$ cat config.mk
export PLATFORM = sky130hd
export DESIGN_NAME = snitch_icache_miss_handler
export DESIGN_NICKNAME = d
export VERILOG_FILES = /design/src/rtl/snitch_icache_miss_handler.sv
export SDC_FILE = /design/constraint.sdc
export NUM_CORES = 1
export LEC_CHECK = 0
export ABC_AREA = 1
export CAP_MARGIN = 20
export CORE_AREA = 2 2 241 243
export CTS_CLUSTER_SIZE = 20
export DETAILED_ROUTE_END_ITERATION = 10
export DIE_AREA = 0 0 243 245
export PLACE_DENSITY_LB_ADDON = 0.3
export SKIP_CTS_REPAIR_TIMING = 1
export SYNTH_ARGS = -nofsm -noshare
export SYNTH_HDL_FRONTEND = slang
export SYNTH_SLANG_ARGS = --single-unit
$ cat constraint.sdc
create_clock -name clk_i -period 3 [get_ports clk_i]
set_clock_uncertainty 0.2 [all_clocks]
set_input_delay 0.6 -clock clk_i [delete_from_list [all_inputs] [get_ports clk_i]]
set_output_delay 0.6 -clock clk_i [all_outputs]
set_load 0.01 [all_outputs]
$ cat src/rtl/snitch_icache_miss_handler.sv
// Instruction cache miss handler: returns lookup hits, tracks outstanding line
// refills in a small pending table and writes returning lines back to the cache.
module snitch_icache_miss_handler #(
  parameter int FETCH_AW      = 32,
  parameter int ID_WIDTH      = 2,
  parameter int LINE_WIDTH    = 128,
  parameter int LINE_ALIGN    = 4,
  parameter int COUNT_ALIGN   = 5,
  parameter int SET_ALIGN     = 1,
  parameter int PENDING_COUNT = 2,
  localparam int TAG_WIDTH    = FETCH_AW - LINE_ALIGN - COUNT_ALIGN,
  localparam int PIDW         = (PENDING_COUNT > 1) ? $clog2(PENDING_COUNT) : 1
) (
  input  logic                   clk_i,
  input  logic                   rst_i,
  input  logic [FETCH_AW-1:0]    in_addr_i,
  input  logic [ID_WIDTH-1:0]    in_id_i,
  input  logic [SET_ALIGN-1:0]   in_set_i,
  input  logic                   in_hit_i,
  input  logic [LINE_WIDTH-1:0]  in_data_i,
  input  logic                   in_error_i,
  input  logic                   in_valid_i,
  output logic                   in_ready_o,
  output logic [LINE_WIDTH-1:0]  rsp_data_o,
  output logic                   rsp_error_o,
  output logic [ID_WIDTH-1:0]    rsp_id_o,
  output logic                   rsp_valid_o,
  input  logic                   rsp_ready_i,
  output logic [FETCH_AW-1:0]    refill_req_addr_o,
  output logic [PIDW-1:0]        refill_req_id_o,
  output logic                   refill_req_valid_o,
  input  logic                   refill_req_ready_i,
  input  logic [LINE_WIDTH-1:0]  refill_rsp_data_i,
  input  logic                   refill_rsp_error_i,
  input  logic [PIDW-1:0]        refill_rsp_id_i,
  input  logic                   refill_rsp_valid_i,
  output logic                   refill_rsp_ready_o,
  output logic [COUNT_ALIGN-1:0] write_addr_o,
  output logic [SET_ALIGN-1:0]   write_set_o,
  output logic [LINE_WIDTH-1:0]  write_data_o,
  output logic [TAG_WIDTH-1:0]   write_tag_o,
  output logic                   write_error_o,
  output logic                   write_valid_o,
  input  logic                   write_ready_i
);

  localparam int LAW = FETCH_AW - LINE_ALIGN;

  logic [PENDING_COUNT-1:0] tbl_valid, tbl_ret;
  logic [LAW-1:0]           tbl_addr [PENDING_COUNT];
  logic [ID_WIDTH-1:0]      tbl_mask [PENDING_COUNT];

  logic                  cmp_valid, cmp_wr_done, cmp_rsp_done, cmp_error;
  logic [PIDW-1:0]       cmp_idx;
  logic [LINE_WIDTH-1:0] cmp_data;
  logic [SET_ALIGN-1:0]  way_q;

  logic [LAW-1:0]           in_line;
  logic [PENDING_COUNT-1:0] match_pend;
  logic                     match_pend_any, match_ret_any, free_found;
  logic [PIDW-1:0]          free_idx;
  logic write_fire, rsp_free, cmp_wants_rsp, rsp_load, cmp_finish;
  logic hit_ok, merge_ok, alloc_ok;
  logic hit_fire, merge_fire, alloc_fire, rr_keep;
  logic unused_in;

  assign unused_in = ^{in_set_i, in_addr_i[LINE_ALIGN-1:0]};
  assign in_line   = in_addr_i[FETCH_AW-1:LINE_ALIGN];

  always_comb begin
    match_pend     = '0;
    match_pend_any = 1'b0;
    match_ret_any  = 1'b0;
    free_found     = 1'b0;
    free_idx       = '0;
    for (int i = 0; i < PENDING_COUNT; i++) begin
      if (tbl_valid[i] && tbl_addr[i] == in_line) begin
        if (tbl_ret[i]) match_ret_any = 1'b1;
        else begin
          match_pend[i]  = 1'b1;
          match_pend_any = 1'b1;
        end
      end
    end
    // Scan downwards so the lowest free index wins.
    for (int i = PENDING_COUNT - 1; i >= 0; i--) begin
      if (!tbl_valid[i]) begin
        free_found = 1'b1;
        free_idx   = PIDW'(i);
      end
    end
  end

  assign write_valid_o      = cmp_valid && !cmp_wr_done;
  assign refill_rsp_ready_o = !cmp_valid;
  assign write_fire         = write_valid_o && write_ready_i;
  assign rsp_free           = !rsp_valid_o || rsp_ready_i;
  assign cmp_wants_rsp      = cmp_valid && !cmp_rsp_done;
  assign rsp_load           = cmp_wants_rsp && rsp_free;
  assign cmp_finish         = cmp_valid && (cmp_wr_done || write_fire) && (cmp_rsp_done || rsp_load);

  // A miss on a line that is already being written back waits until the entry is freed.
  assign hit_ok   = !cmp_wants_rsp && in_hit_i && rsp_free;
  assign merge_ok = !cmp_wants_rsp && !in_hit_i && match_pend_any;
  assign alloc_ok = !cmp_wants_rsp && !in_hit_i && !match_pend_any && !match_ret_any
                    && free_found && !refill_req_valid_o;

  assign in_ready_o = hit_ok || merge_ok || alloc_ok;
  assign hit_fire   = in_valid_i && hit_ok;
  assign merge_fire = in_valid_i && merge_ok;
  assign alloc_fire = in_valid_i && alloc_ok;
  assign rr_keep    = refill_rsp_valid_i && !cmp_valid && tbl_valid[refill_rsp_id_i];

  assign write_addr_o  = tbl_addr[cmp_idx][COUNT_ALIGN-1:0];
  assign write_tag_o   = tbl_addr[cmp_idx][LAW-1:COUNT_ALIGN];
  assign write_set_o   = way_q;
  assign write_data_o  = cmp_data;
  assign write_error_o = cmp_error;

  always_ff @(posedge clk_i) begin
    if (rst_i) begin
      tbl_valid          <= '0;
      tbl_ret            <= '0;
      for (int i = 0; i < PENDING_COUNT; i++) begin
        tbl_addr[i] <= '0;
        tbl_mask[i] <= '0;
      end
      cmp_valid          <= 1'b0;
      cmp_wr_done        <= 1'b0;
      cmp_rsp_done       <= 1'b0;
      cmp_idx            <= '0;
      cmp_data           <= '0;
      cmp_error          <= 1'b0;
      way_q              <= '0;
      rsp_valid_o        <= 1'b0;
      rsp_data_o         <= '0;
      rsp_error_o        <= 1'b0;
      rsp_id_o           <= '0;
      refill_req_valid_o <= 1'b0;
      refill_req_addr_o  <= '0;
      refill_req_id_o    <= '0;
    end else begin
      if (rr_keep) begin
        cmp_valid                <= 1'b1;
        cmp_idx                  <= refill_rsp_id_i;
        cmp_data                 <= refill_rsp_data_i;
        cmp_error                <= refill_rsp_error_i;
        cmp_wr_done              <= 1'b0;
        cmp_rsp_done             <= 1'b0;
        tbl_ret[refill_rsp_id_i] <= 1'b1;
      end else if (cmp_finish) begin
        cmp_valid          <= 1'b0;
        tbl_valid[cmp_idx] <= 1'b0;
        tbl_ret[cmp_idx]   <= 1'b0;
      end else begin
        if (write_fire) cmp_wr_done  <= 1'b1;
        if (rsp_load)   cmp_rsp_done <= 1'b1;
      end

      if (write_fire) way_q <= way_q + SET_ALIGN'(1);

      if (rsp_load) begin
        rsp_valid_o <= 1'b1;
        rsp_data_o  <= cmp_data;
        rsp_error_o <= cmp_error;
        rsp_id_o    <= tbl_mask[cmp_idx];
      end else if (hit_fire) begin
        rsp_valid_o <= 1'b1;
        rsp_data_o  <= in_data_i;
        rsp_error_o <= in_error_i;
        rsp_id_o    <= in_id_i;
      end else if (rsp_ready_i) begin
        rsp_valid_o <= 1'b0;
      end

      for (int i = 0; i < PENDING_COUNT; i++) begin
        if (merge_fire && match_pend[i]) tbl_mask[i] <= tbl_mask[i] | in_id_i;
      end

      if (alloc_fire) begin
        tbl_valid[free_idx] <= 1'b1;
        tbl_ret[free_idx]   <= 1'b0;
        tbl_addr[free_idx]  <= in_line;
        tbl_mask[free_idx]  <= in_id_i;
        refill_req_valid_o  <= 1'b1;
        refill_req_addr_o   <= {in_line, {LINE_ALIGN{1'b0}}};
        refill_req_id_o     <= free_idx;
      end else if (refill_req_ready_i) begin
        refill_req_valid_o <= 1'b0;
      end
    end
  end

endmodule

; Word-level counts from Yosys, hierarchy flattened
; Memory sizes are Yosys's and may differ from the RTL's. A register that Yosys moved wholly into a read port is not among the register bits.
; Cells that the tools add are included.
[word_totals]
in_bits = 302
out_inout_bits = 327
register_bits = 300
n_memories = 2
mem_bits_rw = 60
word_cells = 153
[classes]
eq_ne = 2
addsub = 1
order_cmp = 6
n_mux = 65
bitwise = 12
reduce_logical = 49
[memory_table]
columns = memory, words, width, rd, rd_clocked_by_memory_dff, wr, line
row1 = tbl_addr, 2, 28, 3, 1, 2, 50  ; logic [LAW-1:0] tbl_addr [PENDING_COUNT];
row2 = tbl_mask, 2, 2, 3, 1, 2, 51  ; logic [ID_WIDTH-1:0] tbl_mask [PENDING_COUNT];
[ops]
columns = op, n
row1 = two-way mux 128 bit, 2
row2 = == test 28 bit, 2
row3 = two-way mux 1 bit, 46
row4 = two-way mux 28 bit, 1
row5 = OR reduction 28 bit, 1
row6 = logical AND 1 bit, 26
row7 = two-way mux 2 bit, 13
row8 = logical NOT 1 bit, 9
row9 = bitwise OR 2 bit, 4
row10 = bitwise AND 2 bit, 3
row11 = "less-than comparator 1 x 2 -> 1 bit, second input constant", 3
row12 = nonzero test 2 bit, 3
row13 = logical OR 1 bit, 5
row14 = inverter 2 bit, 2
row15 = AND reduction 2 bit, 2
row16 = OR reduction 2 bit, 2
row17 = demux 1 bit (select 1 bit), 3
row18 = "greater-or-equal comparator 1 bit, second input constant", 3
row19 = nonzero test 3 bit, 1
row20 = bitwise OR 1 bit, 2
row21 = "adder 1 bit, second input constant", 1
row22 = inverter 1 bit, 1

; Logic depth before layout (Yosys ltp)
; Gate-level depths: netlist of the first run.
; An unclocked memory read counts as a cell.
[depth]
depth_word = 17
ltp_mapped = 14
mapped_depth_nobuf = 14

; Least setup slack after synthesis of the first run
; No wires, ideal clock.
[synth_path]
path_type = input port to flip-flop
startpoint = input in_addr_i[29]
endpoint = memory tbl_addr[0][0] (netlist bit) (enable)
setup_time_ns = 0.387
path_slack_ns = 0.450
stages = 11
t_required_ns = 2.413
path_buffers = 0
arrival_time_ns = 1.963
cell_sequence = inv_1 > nand2_1 > nand2_1 > nor2_1 > nand2_1 > nor2_1 > nand2_1 > nor2_2 > nor2_2 > nand4_1 > nand2_1
[synth_rtl]
columns = element, line
row1 = from (decl), 16  ; input logic [FETCH_AW-1:0] in_addr_i,
row2 = to (decl), 50

; Final worst setup path of the first run
[layout_path]
startpoint = input in_addr_i[31]
endpoint = output in_ready_o
[layout_via]
elab_chain_len = 11
elab_cells_between_ends = 19
classes_between = eq/ne: 2 / mux: 6 / reduce/logical: 11
[layout_rtl]
columns = element, line
row1 = == test 28 bit, 77  ; if (tbl_valid[i] && tbl_addr[i] == in_line) begin
row2 = logical AND 1 bit, 77
row3 = two-way mux 1 bit, 77
row4 = two-way mux 1 bit, 78  ; if (tbl_ret[i]) match_ret_any = 1'b1;
row5 = two-way mux 1 bit, 77
row6 = logical NOT 1 bit, 105  ; assign alloc_ok = !cmp_wants_rsp && !in_hit_i && !match_pend_any && !match_ret_any
row7 = logical AND 1 bit (2 in series), 105
row8 = logical AND 1 bit (2 in series), 106  ; && free_found && !refill_req_valid_o;
row9 = logical OR 1 bit (*), 108  ; assign in_ready_o = hit_ok || merge_ok || alloc_ok;
row10 = to (decl), 23  ; output logic in_ready_o,
; Every way passes the cells marked *; elsewhere a longest branch is shown, timed or not.

==> impl_metrics.toml, run 1 <==
[status]
run_status = "complete, but fails checks"
failed_checks = "setup timing"

[floorplan]
die_ht_um = 245
floorplan.die_area_mm2 = 0.0595
core_mm2 = 0.0570
top_level_ports = 629
standard_cell_row_count = 88
start_util_pct = 27.1
chipWidth_um = 243

[pwr]
clock_network_fraction_of_total_power_pct = 38.2
vdd.ir_drop.worst_mv = 0.375
netSwitchingPower_mw = 3.76
cellLeakagePower_nw = 10.0
share_of_total_power_in_sequential_cells_pct = 40.8
pwr_density_cell_mw_per_mm2 = 546
power_report.internal_total_mw = 9.82
switching_share_pct = 27.7
totalPowerFinal_mw = 13.6
comb_power_share_pct = 21.0

[grt]
number_of_global_route_vias_before_repair = 16200
grt_remaining_overflow = 0
wire_length_of_the_first_global_routing_pass_mm = 100
grt_util_all_layers_pct = 21.9
initial_antenna_violation_count = 8
pin_count_of_the_biggest_net_entering_global_routing = 132

[sta]
achievable-frequency_mhz = 325
timing.hold.ws_ps = 117
finalHoldViolCount = 0
worst_slew_margin_rel_pct = 40.7
post-route-period-util_pct = 103
max_slew.worst_pin.slew_ps = 889
report.final.slew_viol_count = 0
final_worst_path_period_need_ps = 3080
worst_slack_ps = -75.8
report.final.setup_viol = 1
grt_setup_unrepaired = "yes"
fin_setup_tns_ps = -75.8

[clock_network]
cts_made_buffers = 43
cts_root_buffer = "clkbuf_16"
cts_htree_levels = 2
clock_sink_count = 361
cts_max_path_buffers = 3
cts_tree = "built"
worstSkewPairLatency_ps = 560
clkSlewWorstSetupHoldPaths_ps = 50

[setup_path]
worst_setup_ep_type = "primary output"
crit_path_dat_ps = 2280
worst_setup_path_start_kind = "primary input"
cp.required_ps = 2200
worstSetupPathType = "in -> out"
setup.reg_to_reg.worst_slack_ps = 580
timing.critical_path.fanout_max = 4

[finish]
register_area_mm2 = 0.00783
post-route-cell-area_mm2 = 0.0249
layout.cells.non_filler = 3569
footprint_of_the_multi_input_gates_mm2 = 0.00669
area.growth.synth_to_final_pct = 60.6
final_util_pct = 43.6
nets = 3073
layout-drive-gt1-share_pct = 9.75
final.fill_count = 5790

[logic_synthesis]
netlist.area_leader.share_pct = 38.9
async_flop_share_pct = 0
synth.lib_cells_used.distinct = 33
synth.area.top_cells = "dfxtp_1 39%, nand2_1 20%, edfxtp_1 12%"
syn_inst = 2110
synth.yosys.warnings = 0
synth_area_leader_cell = "dfxtp_1"
syn_avg_cell_area_um2 = 7.34
synth_edf_count = 60
syn_area_mm2 = 0.0155
synth-main-ff-cell = "dfxtp_1"
ys_ff_latch = 361
synth.yosys.seq_area_share_pct = 50.6

[routing]
drt-wirelength-per-cell_um = 19.2
drt_iter0_drc = 917
route.antenna.remaining_nets = 0
dr_total_vias = 16800
drc_errors = 0
route.detailed.vias_per_inst = 4.71
firstDrtPassIters = 7
drt_wl_total_mm = 68.7

[placed_design]
placed_cell_count = 3482
place_worst_setup_slack_ps = -525
routabilityCongestion = 0.929
placed_cell_area_mm2 = 0.0232
hpwl_mm = 49.5
buffer_ports.inserted = 619

[hold_path]
hold_path_class = "in -> reg"

[flow_run]
max_cap_viol_count = 0
==> worst max-delay path: stages <==
cell,delay [ps]
dlymetal6s2s_1,230
inv_1,130
buf_4,170
a21oi_1,250
nand2_1,80
nor2_1,90
nand2_1,80
nor2_2,150
nand3_2,120
nand2_2,100
nand2_2,70
nand3_4,80
buf_12,120
==> routing by layer <==
| layer | vias up | part of all wire, % | global-route usage [%] |
|---|---|---|---|
| met1 | 7798 | 39 | 25.7 |
| met2 | 623 | 49 | 37.1 |
| met4 | 10 | 4.2 | 9.31 |
| met3 | 155 | 8.2 | 6.53 |
| li1 | 8208 | - | - |
| met5 | - | 0.090 | 0 |
==> registers in the layout, indices dropped and copies added (netlist names), 2 cells and up, named ones only <==
name / flops
rsp_data_o: 128
write_data_o: 128
tbl_addr: 56
refill_req_addr_o: 28
tbl_mask: 4
rsp_id_o: 2
tbl_ret: 2
tbl_valid: 2
==> synth_stat cells, types with 14 or more instances <==
library cell	n
nand3_1	14
a31oi_1	132
buf_2	41
edfxtp_1	60
nor2_1	134
nand2_1	809
o21ai_1	48
inv_2	14
a21oi_1	161
o21ai_0	148
clkbuf_1	85
dfxtp_1	301
inv_1	108
==> area by class of cell <==
cell class | instances | area share (%)
antenna | 4 | 0.0402
clock buffer | 66 | 5.13
clock inverter | 8 | 0.413
inverter | 122 | 1.87
multi-input combinational | 1490 | 26.9
sequential | 361 | 31.5
tap | 765 | 3.85
timing repair buffer | 753 | 30.3
==> final timing paths <==
| path | start | to | cells after the start |
|---|---|---|---|
| worst max register to register | tbl_addr[0][26] | refill_req_addr_o[15] | 14 |
| worst min-delay path | rst_i | cmp_valid | 2 |
| worst max-delay path | in_addr_i[31] | in_ready_o | 13 |
| worst min register to register | write_data_o[34] | write_data_o[34] | 2 |
==> power by group through the flow <==
| stage | Sequential, mW | Combinational (mW) | Clock (mW) |
|---|---|---|---|
| after floorplan | 5.74 | 0.981 | 0 |
| after global placement | 5.63 | 2.82 | 0 |
| after detailed placement | 5.64 | 2.83 | 0 |
| after CTS | 5.55 | 2.84 | 5.32 |
| after global routing | 5.59 | 3.08 | 5.50 |
| final | 5.54 | 2.86 | 5.19 |
==> cell usage in the layout, fill, tap and decap left out, types with 5 or more instances in the layout <==
cell type and count:
dfxtp_1 298, clkbuf_1 15, nand2_2 21, nor2_2 12, clkdlybuf4s50_1 589, a21oi_1 161, buf_4 113, nor2_1 124
buf_12 21, o21ai_1 50, edfxtp_1 60, nand4_1 5, dlymetal6s2s_1 28, inv_2 18, clkbuf_8 5, a21oi_2 7
nand3_1 10, clkbuf_16 46, o21ai_0 145, a31oi_1 132, nand2_1 789, inv_1 101
==> cells by family (layout without fill, tap and decap cells) <==
logic type | after synthesis | count (layout) | share of synthesized area, %
compound gates | 506 | 506 | 17.8
xor+xnor | 4 | 4 | 0.226
buf+inv | 262 | 949 | 7.20
flops | 361 | 361 | 50.6
mux | 2 | 2 | 0.145
other cells | 1 | 8 | 0.0242
simple gates | 974 | 974 | 24.1
Note: power is estimated with default switching activity, not from simulation.
==> inputs of run 2 (changes only) <==
ABC_AREA = unset   (was 1)
CORE_AREA = 2 2 242 244   (was 2 2 241 243)
DIE_AREA = 0 0 244 246   (was 0 0 243 245)
MAX_ROUTING_LAYER = met4   (was unset)
==> impl_metrics.toml, run 2 <==
[grt]
pin_count_of_the_biggest_net_entering_global_routing = 181
initial_antenna_violation_count = 5
grt_remaining_overflow = 0
grt_util_all_layers_pct = 20.0
number_of_global_route_vias_before_repair = 14800
wire_length_of_the_first_global_routing_pass_mm = 90.0

[logic_synthesis]
synth.area.top_cells = "dfxtp_1 40%, nand2_1 13%, edfxtp_1 12%"
netlist.area_leader.share_pct = 39.7
synth.area.mux_share_pct = 4.04
syn_area_mm2 = 0.0152
combinational_family_with_the_most_area_after_synthesis = "simple AND/OR/NAND/NOR gates"
syn_avg_cell_area_um2 = 8.60
async_flop_share_pct = 0
synth.yosys.seq_area_share_pct = 51.6
synthMostInstantiatedCell = "nand2_1"
synth.yosys.warnings = 0
post_synth_adder_cell_area_pct = 0
synth.lib_cells_used.distinct = 54
synthXorXnorAreaFrac_pct = 2.94
post_synth_and_or_nand_nor_area_fraction_pct = 23.8
ys_ff_latch = 361
area_fraction_in_compound_gates_after_synthesis_pct = 13.6
synth-main-ff-cell = "dfxtp_1"
syn_inst = 1765
yosys-top-cells-count = "530 x nand2_1, 301 x dfxtp_1, 155 x nor2_1, 139 x a21oi_1, 129 x a311oi_1"
synth_edf_count = 60
synth_area_leader_cell = "dfxtp_1"

[sta]
finalHoldViolCount = 0
post-route-period-util_pct = 112
report.final.setup_viol = 1
achievable-frequency_mhz = 298
grt_setup_unrepaired = "yes"
max_slew.worst_pin.slew_ps = 1160
report.final.slew_viol_count = 0
worst_slew_margin_rel_pct = 22.4
timing.hold.ws_ps = 80.7
final_worst_path_period_need_ps = 3360
worst_slack_ps = -356

[pwr]
pwr_density_cell_mw_per_mm2 = 521
cellLeakagePower_nw = 8.89
vdd.ir_drop.worst_mv = 0.386
totalPowerFinal_mw = 12.7

[routing]
firstDrtPassIters = 6
drt_wl_total_mm = 61.5
route.antenna.remaining_nets = 0
drt_iter0_drc = 666
dr_total_vias = 15000
drt-wirelength-per-cell_um = 19.3
route.detailed.vias_per_inst = 4.70
drc_errors = 0

[clock_network]
cts_root_buffer = "clkbuf_16"
cts_tree = "built"
worstSkewPairLatency_ps = 570
cts_max_path_buffers = 3
clock_sink_count = 361
cts_htree_levels = 2
clkSlewWorstSetupHoldPaths_ps = 60
cts_made_buffers = 43

[floorplan]
start_util_pct = 26.5
standard_cell_row_count = 88
floorplan.die_area_mm2 = 0.0600
top_level_ports = 629
die_ht_um = 246
chipWidth_um = 244
core_mm2 = 0.0574

[flow_run]
max_cap_viol_count = 0

[setup_path]
worstSetupPathType = "in -> out"
timing.critical_path.fanout_max = 4
crit_path_dat_ps = 2560
worst_setup_ep_type = "primary output"
cp.required_ps = 2200
setup.reg_to_reg.worst_slack_ps = 390
worst_setup_path_start_kind = "primary input"

[hold_path]
hold_path_class = "in -> reg"

[placed_design]
placed_cell_count = 3103
place_worst_setup_slack_ps = -952
buffer_ports.inserted = 619
routabilityCongestion = 0.886
hpwl_mm = 44.6

[finish]
final_util_pct = 42.4
layout.cells.most_common_list = "603 x clkdlybuf4s50_1, 530 x nand2_1, 301 x dfxtp_1"
final.fill_count = 5592
nets = 2686
leading_cell_type_in_the_layout_fill_and_taps_excluded = "clkdlybuf4s50_1"
area.growth.synth_to_final_pct = 60.3
layout.cells.non_filler = 3184
layout-drive-gt1-share_pct = 8.74

[status]
failed_checks = "setup timing"
run_status = "complete, but fails checks"
## run 2: changes by cell type after synthesis, sizes merged, moves of 45 or more
cell / change
nand2: -281
nand2b: +67
a311oi: +129
inv: -111
and2: +45
a31oi: -130
o21ai: -190
## run 2: per-stage QoR
| stage | TNS [ps] | instance area [µm²] |
|---|---|---|
| 6_report | -356 | 24300 |
| 3_5_place_dp | -38390 | 22800 |
| 5_1_grt | -432 | 24300 |
| 2_1_floorplan | 0 | 15200 |
| 4_1_cts | -967 | 24100 |
| 3_3_place_gp | -36260 | 22800 |
## run 2: worst max-delay path, cell delays in order
cell	delay, ps
clkdlybuf4s50_1	480
buf_4	170
xor2_1	150
nor2_1	210
and3_4	220
a41o_1	190
nor3_2	50
o311a_1	330
buf_6	150
## run 2: metal layers
| metal | global-route usage [%] | vias up | part of all wire, % | wire, µm |
|---|---|---|---|---|
| met1 | 23.7 | 7076 | 41 | 25300 |
| met5 | - | - | 0 | 0 |
| li1 | - | 7228 | - | - |
| met3 | 4.28 | 129 | 6.1 | 3780 |
| met2 | 32.7 | 535 | 48 | 29700 |
| met4 | 8.84 | 0 | 4.3 | 2670 |
## run 2: cells by family (layout without fill, tap and decap cells)
| family | after synthesis | count (layout) |
|---|---|---|
| simple gates | 844 | 844 |
| flops | 361 | 361 |
| compound gates | 299 | 299 |
| buf+inv | 151 | 797 |
| mux | 58 | 58 |
| xor+xnor | 51 | 51 |
| other cells | 1 | 9 |
## run 2: final cells by class
type | instances | area [µm²] | area share (%)
timing repair buffer | 711 | 7190 | 29.6
inverter | 11 | 41.3 | 0.170
multi-input combinational | 1256 | 6930 | 28.5
clock buffer | 66 | 1280 | 5.28
antenna | 5 | 12.5 | 0.0514
sequential | 361 | 7830 | 32.2
tap | 765 | 957 | 3.93
clock inverter | 9 | 88.8 | 0.365
## run 2: path summary, 6_finish.rpt
kind | start | end | depth (start not counted)
max | in_addr_i[13] | in_ready_o | 9
min | rst_i | rsp_data_o[123] | 2
max reg2reg | tbl_addr[0][13] | tbl_addr[1][5] | 9
min reg2reg | write_data_o[124] | write_data_o[124] | 2
## run 2: power by group
part	leakage (nW)	switching, mW	internal [mW]	total (mW)
combinational	5.12	0.975	1.16	2.14
sequential	3.09	0.173	5.20	5.38
clock	0.677	2.13	3.03	5.16
